$ cat src/rtl/clk_div_ctrl.sv
// clk_div_ctrl: run-time controller for the clock-enable divider.
// Holds the active divide factor, sequences the divide counter and produces
// a divided enable (clk_en) plus a period-start tick. New factors arrive on
// a valid/ready handshake. While running they are applied only at a period
// boundary, so clk_en never shows a runt or stretched period.
module clk_div_ctrl #(
    parameter int DIV_W       = 8,
    parameter int DEFAULT_DIV = 10
) (
    input  logic             clk,
    input  logic             rstn,
    input  logic             enable,
    input  logic             cfg_valid,
    input  logic [DIV_W-1:0] cfg_div,
    output logic             cfg_ready,
    output logic             cfg_err,
    output logic             clk_en,
    output logic             tick,
    output logic [DIV_W-1:0] cur_div,
    output logic             running
);

    typedef enum logic [1:0] {
        ST_STOP = 2'd0,
        ST_RUN  = 2'd1,
        ST_PEND = 2'd2
    } state_t;

    localparam logic [DIV_W-1:0] DIV_RESET = DIV_W'(DEFAULT_DIV);
    localparam logic [DIV_W-1:0] DIV_ONE   = DIV_W'(1);
    localparam logic [DIV_W-1:0] DIV_ZERO  = '0;

    // Registered state
    state_t           state_reg,    state_next;
    logic [DIV_W-1:0] count_reg,    count_next;
    logic [DIV_W-1:0] cur_div_reg,  cur_div_next;
    logic [DIV_W-1:0] pend_div_reg, pend_div_next;
    logic             clk_en_reg,   clk_en_next;
    logic             tick_reg,     tick_next;
    logic             cfg_err_reg,  cfg_err_next;

    // Decoded helpers
    logic             ready_int;
    logic             offer_zero;
    logic             accept;
    logic             reject;
    logic             at_wrap;
    logic             at_start;
    logic             period_en;
    logic [DIV_W-1:0] half_div;
    logic [DIV_W-1:0] count_step;

    // ready depends on state only; PEND holds off new factors until the
    // pending one has been applied at the boundary.
    assign ready_int  = (state_reg != ST_PEND);
    assign offer_zero = (cfg_div == DIV_ZERO);
    assign accept     = cfg_valid & ready_int & ~offer_zero;
    assign reject     = cfg_valid & ready_int &  offer_zero;

    // Counter decode, all from current register values
    assign at_wrap    = (count_reg == (cur_div_reg - DIV_ONE));
    assign at_start   = (count_reg == DIV_ZERO);
    assign half_div   = cur_div_reg >> 1;
    // N=1 would give floor(1/2)=0 high counts; it is defined as constant high
    assign period_en  = (cur_div_reg == DIV_ONE) ? 1'b1 : (count_reg < half_div);
    assign count_step = at_wrap ? DIV_ZERO : (count_reg + DIV_ONE);

    // Next-state and next-output logic for the STOP/RUN/PEND controller
    always_comb begin
        state_next    = state_reg;
        count_next    = count_reg;
        cur_div_next  = cur_div_reg;
        pend_div_next = pend_div_reg;
        clk_en_next   = 1'b0;
        tick_next     = 1'b0;
        cfg_err_next  = reject;

        case (state_reg)
            ST_STOP: begin
                // Stopped: nothing to protect, so a new factor loads directly
                count_next = DIV_ZERO;
                if (accept) begin
                    cur_div_next = cfg_div;
                end
                if (enable) begin
                    state_next = ST_RUN;
                end
            end

            ST_RUN: begin
                if (!enable) begin
                    // Stopping ends the period, so a factor offered on the
                    // same edge may take effect immediately
                    state_next = ST_STOP;
                    count_next = DIV_ZERO;
                    if (accept) begin
                        cur_div_next = cfg_div;
                    end
                end else begin
                    clk_en_next = period_en;
                    tick_next   = at_start;
                    count_next  = count_step;
                    // Accepted on a wrap edge it is still only parked here;
                    // it is applied at the following boundary
                    if (accept) begin
                        pend_div_next = cfg_div;
                        state_next    = ST_PEND;
                    end
                end
            end

            ST_PEND: begin
                if (!enable) begin
                    // Commit the parked factor as we stop
                    state_next   = ST_STOP;
                    count_next   = DIV_ZERO;
                    cur_div_next = pend_div_reg;
                end else begin
                    // Outputs for the boundary edge still use the old factor
                    clk_en_next = period_en;
                    tick_next   = at_start;
                    count_next  = count_step;
                    if (at_wrap) begin
                        cur_div_next = pend_div_reg;
                        count_next   = DIV_ZERO;
                        state_next   = ST_RUN;
                    end
                end
            end

            default: begin
                state_next = ST_STOP;
                count_next = DIV_ZERO;
            end
        endcase
    end

    // State and output registers; reset restores the default factor and
    // discards any pending one
    always_ff @(posedge clk or negedge rstn) begin
        if (!rstn) begin
            state_reg    <= ST_STOP;
            count_reg    <= DIV_ZERO;
            cur_div_reg  <= DIV_RESET;
            pend_div_reg <= DIV_ZERO;
            clk_en_reg   <= 1'b0;
            tick_reg     <= 1'b0;
            cfg_err_reg  <= 1'b0;
        end else begin
            state_reg    <= state_next;
            count_reg    <= count_next;
            cur_div_reg  <= cur_div_next;
            pend_div_reg <= pend_div_next;
            clk_en_reg   <= clk_en_next;
            tick_reg     <= tick_next;
            cfg_err_reg  <= cfg_err_next;
        end
    end

    assign cfg_ready = ready_int;
    assign cfg_err   = cfg_err_reg;
    assign clk_en    = clk_en_reg;
    assign tick      = tick_reg;
    assign cur_div   = cur_div_reg;
    assign running   = (state_reg == ST_RUN) || (state_reg == ST_PEND);

endmodule

$ cat config.mk
export PLATFORM = sky130hd
export DESIGN_NAME = clk_div_ctrl
export DESIGN_NICKNAME = d
export VERILOG_FILES = /design/src/rtl/clk_div_ctrl.sv
export SDC_FILE = /design/constraint.sdc
export NUM_CORES = 1
export LEC_CHECK = 0
export CAP_MARGIN = 10
export CORE_ASPECT_RATIO = 0.7
export CORE_MARGIN = 2
export CORE_UTILIZATION = 59
export CTS_CLUSTER_DIAMETER = 50
export DETAILED_ROUTE_END_ITERATION = 12
export PLACE_DENSITY = 0.85
export SLEW_MARGIN = 25
export SYNTH_ARGS = -nofsm -noshare
export SYNTH_HDL_FRONTEND = slang
export SYNTH_SLANG_ARGS = --single-unit
$ cat constraint.sdc
create_clock -name clk -period 5.1 [get_ports clk]
set_input_delay 1.53 -clock clk [delete_from_list [all_inputs] [get_ports clk]]
set_output_delay 1.53 -clock clk [all_outputs]
set_load 0.01 [all_outputs]
After elaboration in Yosys (flattened, before gate mapping)
Index checks and enable logic that the tools add are counted.
{"block": "totals", "ff_bits": 29, "elab_cells": 53, "inputBits": 12}
{"block": "op_classes", "eq_ne": 9, "reduce_logical": 9, "magnitude_cmp": 1, "n_bitwise": 4, "muxes": 21, "add_sub_neg": 2}
{"op": "2-to-1 mux 8 bit", "n": 8}
{"op": "case mux 8 bit (3 select lines)", "n": 1}
{"op": "logical NOT 8 bit", "n": 2}
{"op": "case mux 8 bit (2 select lines)", "n": 1}
{"op": "2-to-1 mux 2 bit", "n": 5}
{"op": "AND reduction 3 bit", "n": 3}
{"op": "adder 8 x 1 -> 8 bit (second input constant)", "n": 1}
{"op": "equality test 8 x 1 -> 1 bit (second input constant)", "n": 1}
{"op": "equality test 8 bit", "n": 1}
{"op": "less-than comparator 8 x 7 -> 1 bit", "n": 1}
{"op": "subtractor 8 x 1 -> 8 bit (second input constant)", "n": 1}
{"op": "inequality test 2 bit (second input constant)", "n": 3}
{"op": "inequality test 3 bit (second input constant)", "n": 2}
{"op": "case mux 2 bit (3 select lines)", "n": 1}
{"op": "2-to-1 mux 1 bit", "n": 5}
{"op": "bitwise AND 1 bit", "n": 3}
{"op": "nonzero test 3 bit", "n": 1}
{"op": "equality test 2 x 1 -> 1 bit (second input constant)", "n": 1}
{"op": "equality test 2 bit (second input constant)", "n": 1}
{"op": "logical NOT 2 bit", "n": 1}
{"op": "OR reduction 2 bit", "n": 1}
{"op": "logical OR 1 bit", "n": 1}
{"op": "NOT 1 bit", "n": 1}

Depth between registers and ports, before layout
{"block": "depth", "word_depth": 6, "ltp_mapped": 8, "ltp_nobuf": 8}

Least setup slack after synthesis
No wires, ideal clock.
{"block": "synth_path", "path_type": "in2reg", "from": "input port enable", "to": "register cur_div_reg[1], in the netlist cur_div[1]", "setup_time_ns": 0.075, "path_slack_ns": 2.218, "t_arrival_ns": 2.807, "cell_stages": 7, "n_path_buf": 1, "path_cell_list": "clkbuf_1 > nand2_1 > nor3b_1 > a32o_1 > nand4_1 > o21ai_4 > mux2i_1"}
{"block": "synth_via", "elab_chain_cells": 2, "word_cells_on_any_way": 5}
{"element": "start: declaration", "line_no": "12", "rtl": "input logic enable,"}
{"element": "inequality test 3 bit (no source line) (tied with other cells)"}
{"element": "AND reduction 3 bit (no source line) or case mux 8 bit (3 select lines) (tied branches)"}
{"element": "end signal: assignment", "line_no": "152", "rtl": "cur_div_reg <= cur_div_next;"}
{"element": "end: declaration", "line_no": "36", "rtl": "logic [DIV_W-1:0] cur_div_reg, cur_div_next;"}
Parallel ways exist; a longest one is shown, timed or not.
A chain may end at the register's enable or synchronous reset.

Final worst setup path
{"block": "layout_path", "from": "register state_reg[0]", "to": "output port cfg_ready"}
{"block": "layout_via", "elab_chain_cells": 1}
{"element": "start: declaration", "line_no": "34", "rtl": "state_t state_reg, state_next;"}
{"element": "start signal: assignment", "line_no": "150", "rtl": "state_reg <= state_next;"}
{"element": "inequality test 2 bit", "line_no": "55", "rtl": "assign ready_int = (state_reg != ST_PEND);"}
{"element": "end: declaration", "line_no": "15", "rtl": "output logic cfg_ready,"}
No other way between the ends.

==> out/metrics.yaml <==
status: "completed"
drt_iter0_drc: 83
multi_input_area_um2: 1050
end_kind: "output port"
synth_mux_area_share_pct: 14.7
nets: 234
setup_ws_ns: 1.58
grt_max_degree: 26
hold_viol: 0
viasPerCell: 6.09
antenna_found_initial: 0
die_w_um: 71.1
globalplace.congestion: 0.822
required_ns: 3.57
ys_seq_area_share_pct: 39.2
overflow: 0
insertion_delay_ns: 0.29
cts_buffers: 5
grt_pass1_vias: 1442
layout-drive-gt1-share_pct: 14.4
clock_sinks: 29
n_fill_cell: 175
synth.most_common_cell: "dfrtp_1"
tns_ns: 0
synth_cells: 181
timing.hold.ws_ns: 0.513
final.setup_skew_ns: 0.00825
seqCellArea_um2: 728
crit_top_cell: "inv_1"
synth-compound-area-share_pct: 9.29
fin_crit_ns: 3.52
yosys.area_share.xor_xnor_pct: 7.07
synth_top_area_cell: "dfrtp_1"
cpLargestDelayFamily: "buffers and inverters"
dp.cells: 237
final_util_pct: 77.4
crit_buf_inv: 3
leakagePower_uw: 0.000955
wl_um: 4360
hp-class: "reg -> reg"
syn_to_final_growth_pct: 20.9
synth_seq_cells: 29
arrival_ns: 1.99
rows: 16
yosys.cell_types.count: 40
crit_path_top_delay_cell: "ha_1"
cap_violations: 0
rrSetupSlack_ns: 2.50
synthArstFlopShare_pct: 100
io_pins: 25
core_um2: 2900
synth_top_area_share_pct: 36.4
cts-resized-gates: 0
wire_per_inst_um: 17.8
ys.flop_type: "dfrtp_1"
synth_top_family_by_area: "simple AND/OR/NAND/NOR gates"
stdcell_count: 245
dieArea_um2: 3620
rsz0062_at_grt: "false"
relSlewSlack_pct: 51.2
htreeDepth: 2
synth_common_cells: "dfrtp_1, mux2i_1, ha_1, inv_1, xnor2_1"
first_pass_iters: 4
cts.clk_slew.worst_paths_ns: 0.07
synth_edf_count: 0
synth.area.top_cells: "dfrtp_1, ha_1, mux2i_1"
grt_pass1_wl_um: 7360
pre_cts_ws_ns: 1.49
syn_nets: 207
slowest_delay_ns: 0.59
criticalPathCategory: "reg -> out"
ir_drop_mv: 0.374
fin_crit_sh_pct: 69.0
setup_viol: 0
die_h_um: 51.0
path_cells: "inv_1, ha_1, inv_1, clkdlybuf4s50_1"
start_kind: "register"
vias: 1493
whs_path_depth: 1
synth.avg_cell_area_um2: 10.3
cts_max_path_buffers: 2
root_buffer: "clkbuf_8"
crit_fanout: 13
slew_viol_final: 0
ant_nets: 0
cp.depth: 4
syn-cell-area_um2: 1860
io_buffers: 24
hold_buffers: 0
ys_warn_count: 0
r2r_cells: 6
dp_hpwl_um: 3270
worst_slew_pin_slew_ns: 0.730
cts_setup_buffers: 0
synth_simple_gate_area_share_pct: 16.1
power_density_nw_per_um2: 585
grtUsageTotal_pct: 27.3
drc: 0
initial_utilization_pct: 64.0
cts_tree: "built"
antenna_cells: 0
synth_adder_area_share_pct: 9.43
fmax_mhz: 284
through the flow:
step,total power [uW],cell area (um^2)
after floorplan,823,1860
after global placement,1010,2130
after detailed placement,1050,2130
after CTS,1310,2250
after global routing,1390,2250
final,1320,2250
kinds of logic after synthesis:
group | count (synthesis)
XOR/XNOR | 15
adder cells (fa/ha/maj) | 14
AND/OR/NAND/NOR | 54
AO/OA/AOI/OAI | 23
buffers and inverters | 20
flip-flops | 29
multiplexers | 26
worst register-to-register path, cell delays in order (launching register included):
cell      delay, ns
dfrtp_1        0.40
inv_1          0.10
ha_1           0.44
nand2b_1       0.29
a21oi_1        0.21
nor2b_1        0.63
mux2_2         0.42
power breakdown:
group          internal [uW]  total, uW  switching, uW
Clock                    159        254           94.9
Combinational            313        648            335
Sequential               322        413           91.8
Total                    793       1320            522
routing by layer:
| metal | GRT usage (%) | part of all wire [%] | up-vias |
|---|---|---|---|
| met4 | 11.6 | 2.7 | 0 |
| met2 | 43.5 | 47 | 64 |
| met1 | 35.7 | 44 | 724 |
| met5 | 0 | 0 | - |
| li1 | - | - | 690 |
| met3 | 6.90 | 6.7 | 15 |
final timing paths:
check | startpoint | end
max | state_reg[0] | cfg_ready
min | pend_div_reg[7] | pend_div_reg[7]
max reg2reg | state_reg[0] | pend_div_reg[1]
min reg2reg | pend_div_reg[7] | pend_div_reg[7]
max in group asynchronous | rstn | pend_div_reg[5]
min in group asynchronous | rstn | count_reg[3]
final cells by class:
| type | instances | area share (%) |
|---|---|---|
| clock inverter | 2 | 1.67 |
| sequential | 29 | 32.4 |
| clock buffer | 6 | 3.67 |
| inverter | 14 | 2.34 |
| timing repair buffer | 26 | 11.1 |
| multi-input combinational | 132 | 46.8 |
| tap | 36 | 2.00 |
cells in the final DEF, fill, tap and decap left out, types with 9 or more instances in the layout:
cell type / count
nor3_1: 10
nand2_1: 9
inv_1: 14
mux2i_1: 16
dfrtp_1: 27
clkdlybuf4s50_1: 23
mux2_2: 10
nor2_1: 9
xnor2_1: 11
ha_1: 14
Power figures use the tool's default switching activity.
==> RTL edit 1 (same flow settings) <==
Set the parameter `DIV_W` to 6 (it was 8).
--- a/src/rtl/clk_div_ctrl.sv
+++ b/src/rtl/clk_div_ctrl.sv
@@ -4,7 +4,7 @@
 // a valid/ready handshake. While running they are applied only at a period
 // boundary, so clk_en never shows a runt or stretched period.
 module clk_div_ctrl #(
-    parameter int DIV_W       = 8,
+    parameter int DIV_W       = 6,
     parameter int DEFAULT_DIV = 10
 ) (
     input  logic             clk,
Interface: changed (resized cfg_div and cur_div); port bits go from 25 to 21. No check against the original RTL was run, so the function may have changed too.
==> RTL edit 1 against the original RTL <==
  * Synthesized area decreased by 24%
  * Critical endpoint unchanged
  * Register-to-register slack improved by 0.25 ns
  * Worst setup slack lost 0.053 ns
  * Cell area is 26% lower
  * Total power decreased by 35%
  * Wire length down 38%
  * Sequential cell count down 6
  * Sequential power down 21%
==> RTL edit 1: results (changes against the original RTL) <==
Pwr:
- The cell leakage power is 0.000729 µW (-24%).
- The worst supply voltage drop on vdd was 0.000271 V (-28%).
- The internal portion of total power is 519 µW (-35%).

Clock tree:
- The root buffer cell is sky130_fd_sc_hd__clkbuf_4.
- The number of buffers created by CTS was 3 (-2).
- The clock latency on the worst-skew pair is 0.32 ns (+0.03 ns).
- The deepest level of the CTS H-tree is 1 (-1).
- The clock-pin slew on the worst setup and hold paths was 0.13 ns (+0.06 ns).

Synth:
- The proportion of synthesized chip area in sequential cells is 0.408 (+0.0162).
- The flip-flop and latch count after synthesis is 23 (-21%).
- In the post-synthesis netlist, the biggest area contributors are sky130_fd_sc_hd__dfrtp_1 (37%), sky130_fd_sc_hd__ha_1 (11%), sky130_fd_sc_hd__mux2i_1 (9.2%), sky130_fd_sc_hd__xnor2_1 (5.6%), sky130_fd_sc_hd__mux2_2 (4.8%).
- The distinct cell type count of the synthesized netlist is 32 (-20%).
- The share of cell area taken by muxes after synthesis is 0.161 (+0.0140).
- The xor and xnor area share after synthesis is 0.0742 (+0.00350).
- The total nets after synthesis is 154 (-26%).
- The post-synthesis area per instance is 10.7 µm² (+4.5%).
- The adder and majority cell fraction of the synthesized area is 0.106 (+0.0117).

Global route:
- The global routing usage summed across all routing layers is 0.209 (-0.0639).
- The number of global-route vias before repair is 930 (-36%).
- The largest net degree at the start of global routing is 24 (-7.7%).
- The wire length of the first global-routing pass is 4390 µm (-40%).

Worst setup path:
- The largest stage delay on the critical path is 0.57 ns (-0.02 ns).
- The endpoint arrival time on the critical path was 2.04 ns (+0.05 ns).
- Among all stages on the critical path, the largest delay is contributed by sky130_fd_sc_hd__ha_1.

Layout:
- The count of plain and timing-repair buffers is 20 (-23%).
- The core utilization of the finished layout is 0.752 (-0.0224).
- The multi-input logic portion of the cell area came to 0.460 (-0.00768).
- The count of inverters other than clock inverters in the layout is 15 (+1).
- The layout buffering overhead excluding clock cells is 0.118 (+0.00629).
- The layout clock buffer count came to 4 (-2).
- The final-layout fill cell count is 155 (-11%).
- The count of multi-input combinational gates came to 91 (-31%).
- The ratio of cells with drive above 1 in the final layout is 0.124 (-0.0194).
- The clock tree cell share of total cell area is 0.0158 (-0.0376).
- The register area is 578 µm² (-21%).

Timing:
- The worst clock skew on the final layout was 0.0128 ns (+0.00454 ns).
- The worst slew margin relative to its limit was 0.565 (+0.0527).

Detailed routing:
- The total via count after detailed routing is 1011 (-32%).
- The number of DRC markers in iteration 0 came to 54 (-35%).
- The total wirelength of the detailed-routed design came to 2710 µm (-38%).

Placed design:
- The routability congestion estimate from global placement is 0.819 (-0.29%).
- The placement-stage worst setup slack is 1.69 ns (+0.194 ns).
- The area after detailed placement is 0.00164 mm² (-23%).
- The number of I/O port buffers is 20 (-17%).
- The cell count after placement is 181 (-24%).

Outcome:
- The flow ran to the end, and the final reports show no timing, DRC or antenna violations.
==> RTL edit 1: routing by layer <==
layer  part of all wire  GRT usage  vias up
met5                  0          0        -
li1                   -          -      496
met4             0.0048     0.0267        0
met3              0.048     0.0599        2
met2               0.44      0.327       21
met1               0.50      0.302      492
==> RTL edit 1: path summary, 6_finish.rpt <==
check | start | end | slack (ns) | cells past startpoint
hold reg to reg | pend_div_reg[0] | pend_div_reg[0] | 0.52 | 1
setup / recovery | state_reg[0] | cfg_ready | 1.53 | 4
setup reg to reg | cur_div[1] | cur_div[2] | 2.75 | 8
hold / removal | pend_div_reg[0] | pend_div_reg[0] | 0.52 | 1
max in group asynchronous | rstn | cur_div[3] | 3.56 | 1
min in group asynchronous | rstn | tick | 1.16 | 1
==> RTL edit 1: power groups by stage <==
stage / logic, µW / clock network, µW / registers [µW]
detailed placement: 438 / 0 / 330
floorplan: 289 / 0 / 324
CTS: 440 / 88.7 / 326
global route: 481 / 95.4 / 336
global placement: 426 / 0 / 323
finish: 438 / 85.6 / 326
==> RTL edit 1: kinds of logic (layout without fill, tap and decap cells) <==
family / count (synthesis) / after routing
muxes: 21 / 21
and+or+nand+nor: 33 / 33
buffers and inverters: 18 / 39
xor gates and xnor gates: 12 / 12
AOI/OAI and AO/OA: 13 / 13
DFF: 23 / 23
adders and majority gates: 12 / 12
==> RTL edit 1: worst register-to-register path, delay by kind of cell, from the launching register on <==
kind	cells	cell delay, ns
AOI/OAI and AO/OA	3	0.94
DFF	1	0.60
muxes	1	0.25
adders and majority gates	1	0.24
and+or+nand+nor	2	0.15
buffers and inverters	1	0.10
==> RTL edit 2 (same settings) <==
Made on the original files. Reset style: synchronous (`rstn`), changed in one clocked block.
--- a/src/rtl/clk_div_ctrl.sv
+++ b/src/rtl/clk_div_ctrl.sv
@@ -137,7 +137,7 @@
 
     // State and output registers; reset restores the default factor and
     // discards any pending one
-    always_ff @(posedge clk or negedge rstn) begin
+    always_ff @(posedge clk) begin
         if (!rstn) begin
             state_reg    <= ST_STOP;
             count_reg    <= DIV_ZERO;
Check against the original RTL: differs if rstn is asserted again (counterexample within 4 cycles, from zero or initial values and one cycle with rstn low); with rstn held inactive, the same outputs for 10 cycles.
==> RTL edit 2 against the original RTL <==
  * Sequential cell count unchanged
  * Critical path depth unchanged
  * Worst setup slack improved by 0.024 ns
  * Synthesized area decreased by 2.4%
  * Cell area decreased by 2.8%
  * Wire length decreased by 5.4%
  * Global-route usage decreased by 2.3 points
  * Via count increased by 5.0%
  * Critical path type unchanged
Power is not compared: it rests on default switching activity, and its combinational part moved more than twofold at a synthesized area within 25%.
==> RTL edit 2: results (changes against the original RTL) <==
Outcome:
- The flow ran to the end, and the final reports show no timing, DRC or antenna violations.

Pwr:
- The worst supply voltage drop on vdd is 0.000234 V.
- Summed over all nets, the switching power comes to approximately 200 µW.
- Sequential cells consume a total of between 200 and 300 µW.

Global route:
- The largest net degree at the start of global routing came to 22 (-15%).
- The met2 routing resource usage after global routing is 0.381 (-0.0541).
- The number of global-route vias before repair is 1450 (+0.55%).
- The global routing usage summed across all routing layers is 0.249 (-0.0233).
- The wire length of the first global-routing pass is 6940 µm (-5.7%).
- The met1 usage is 0.354 (-0.00330).
- The global-route track usage on met3 is 0.0582 (-0.0108).

Synth:
- Among all flip-flop cells after synthesis, the most frequent one is sky130_fd_sc_hd__dfxtp_1.
- The adder and majority cell fraction of the synthesized area is 0.0966 (+0.00228).
- The gate count after technology mapping is 200 (+10%).
- The distinct cell type count of the synthesized netlist is 48 (+20%).
- After synthesis, the cell types taking the most area are sky130_fd_sc_hd__dfxtp_1 (32%), sky130_fd_sc_hd__ha_1 (9.7%), sky130_fd_sc_hd__mux2i_1 (5.5%), sky130_fd_sc_hd__xor2_1 (4.8%), sky130_fd_sc_hd__nor2_1 (4.8%).
- The proportion of synthesized chip area in sequential cells was 0.320 (-0.0719).
- The dominant combinational cell family by area after synthesis is simple AND/OR/NAND/NOR gates.
- The share of cell area taken by muxes after synthesis is 0.0552 (-0.0916).
- The xor and xnor area share after synthesis is 0.0766 (+0.00584).
- The total nets after synthesis is 226 (+9.2%).
- The compound-cell area share of the yosys netlist is 0.189 (+0.0960).
- By count the netlist is led by sky130_fd_sc_hd__dfxtp_1 (29), sky130_fd_sc_hd__nor2_1 (23), sky130_fd_sc_hd__inv_1 (15), sky130_fd_sc_hd__ha_1 (14), sky130_fd_sc_hd__nor2b_1 (11).
- The share of flip-flops with an asynchronous set or reset after synthesis came to 0 (-1.00).

Clock tree:
- The count of cells resized by post-cts repair is 0 (unchanged).
- The number of buffers created by CTS is 5 (unchanged).

Detailed routing:
- The via density per instance is 5.98 (-1.9%).
- The routed wire length per instance is 15.8 µm (-12%).
- The routed length on met2 was 1860 µm (-8.4%).
- The number of DRC markers in iteration 0 is 130 (+57%).
- The sum of met3 wire segment lengths after detailed routing is 262 µm (-10%).
- The met1 routed wirelength after detailed routing came to 1950 µm (+1.2%).

Worst setup path:
- The largest stage delay on the critical path is 0.63 ns (+0.04 ns).
- The endpoint arrival time on the critical path is 1.97 ns (-0.02 ns).
- On the critical path the largest part of the delay comes from buffers and inverters.
- The top fanout value on the critical path is 21 (+8).

Timing:
- The worst clock skew on the final layout is 0.00653 ns (-0.00172 ns).

Layout:
- The ratio of cells with drive above 1 in the final layout is 0.106 (-0.0373).
- The number of standard cells in the final layout excluding fillers is 262 (+6.9%).
- The final-layout fill cell count is 193 (+10%).

Placed design:
- The half-perimeter wire length after placement is 3080 µm (-5.7%).
- The cell count after placement was 254 (+7.2%).
==> RTL edit 2: stage by stage <==
stage               setup slack, ns  instance area [µm²]
finish                         1.60                 2180
CTS                            1.61                 2180
global route                   1.42                 2180
global placement               1.56                 2070
floorplan                      2.25                 1810
detailed placement             1.46                 2070
==> RTL edit 2: layout make-up <==
cell class / count / area share
clock buffers: 5 / 0.0315
well taps: 36 / 0.0206
flip-flops and latches: 29 / 0.266
repair buffers: 24 / 0.110
clock inverters: 3 / 0.0212
multi-input cells: 149 / 0.523
inverters: 16 / 0.0275
==> RTL edit 2: final timing paths <==
| check | depth (start not counted) | from | to | slack [ns] |
|---|---|---|---|---|
| setup reg to reg | 9 | cur_div[1] | cur_div[3] | 2.12 |
| hold / removal | 2 | pend_div_reg[0] | pend_div_reg[0] | 0.51 |
| setup / recovery | 4 | state_reg[0] | cfg_ready | 1.60 |
| hold reg to reg | 2 | pend_div_reg[0] | pend_div_reg[0] | 0.51 |
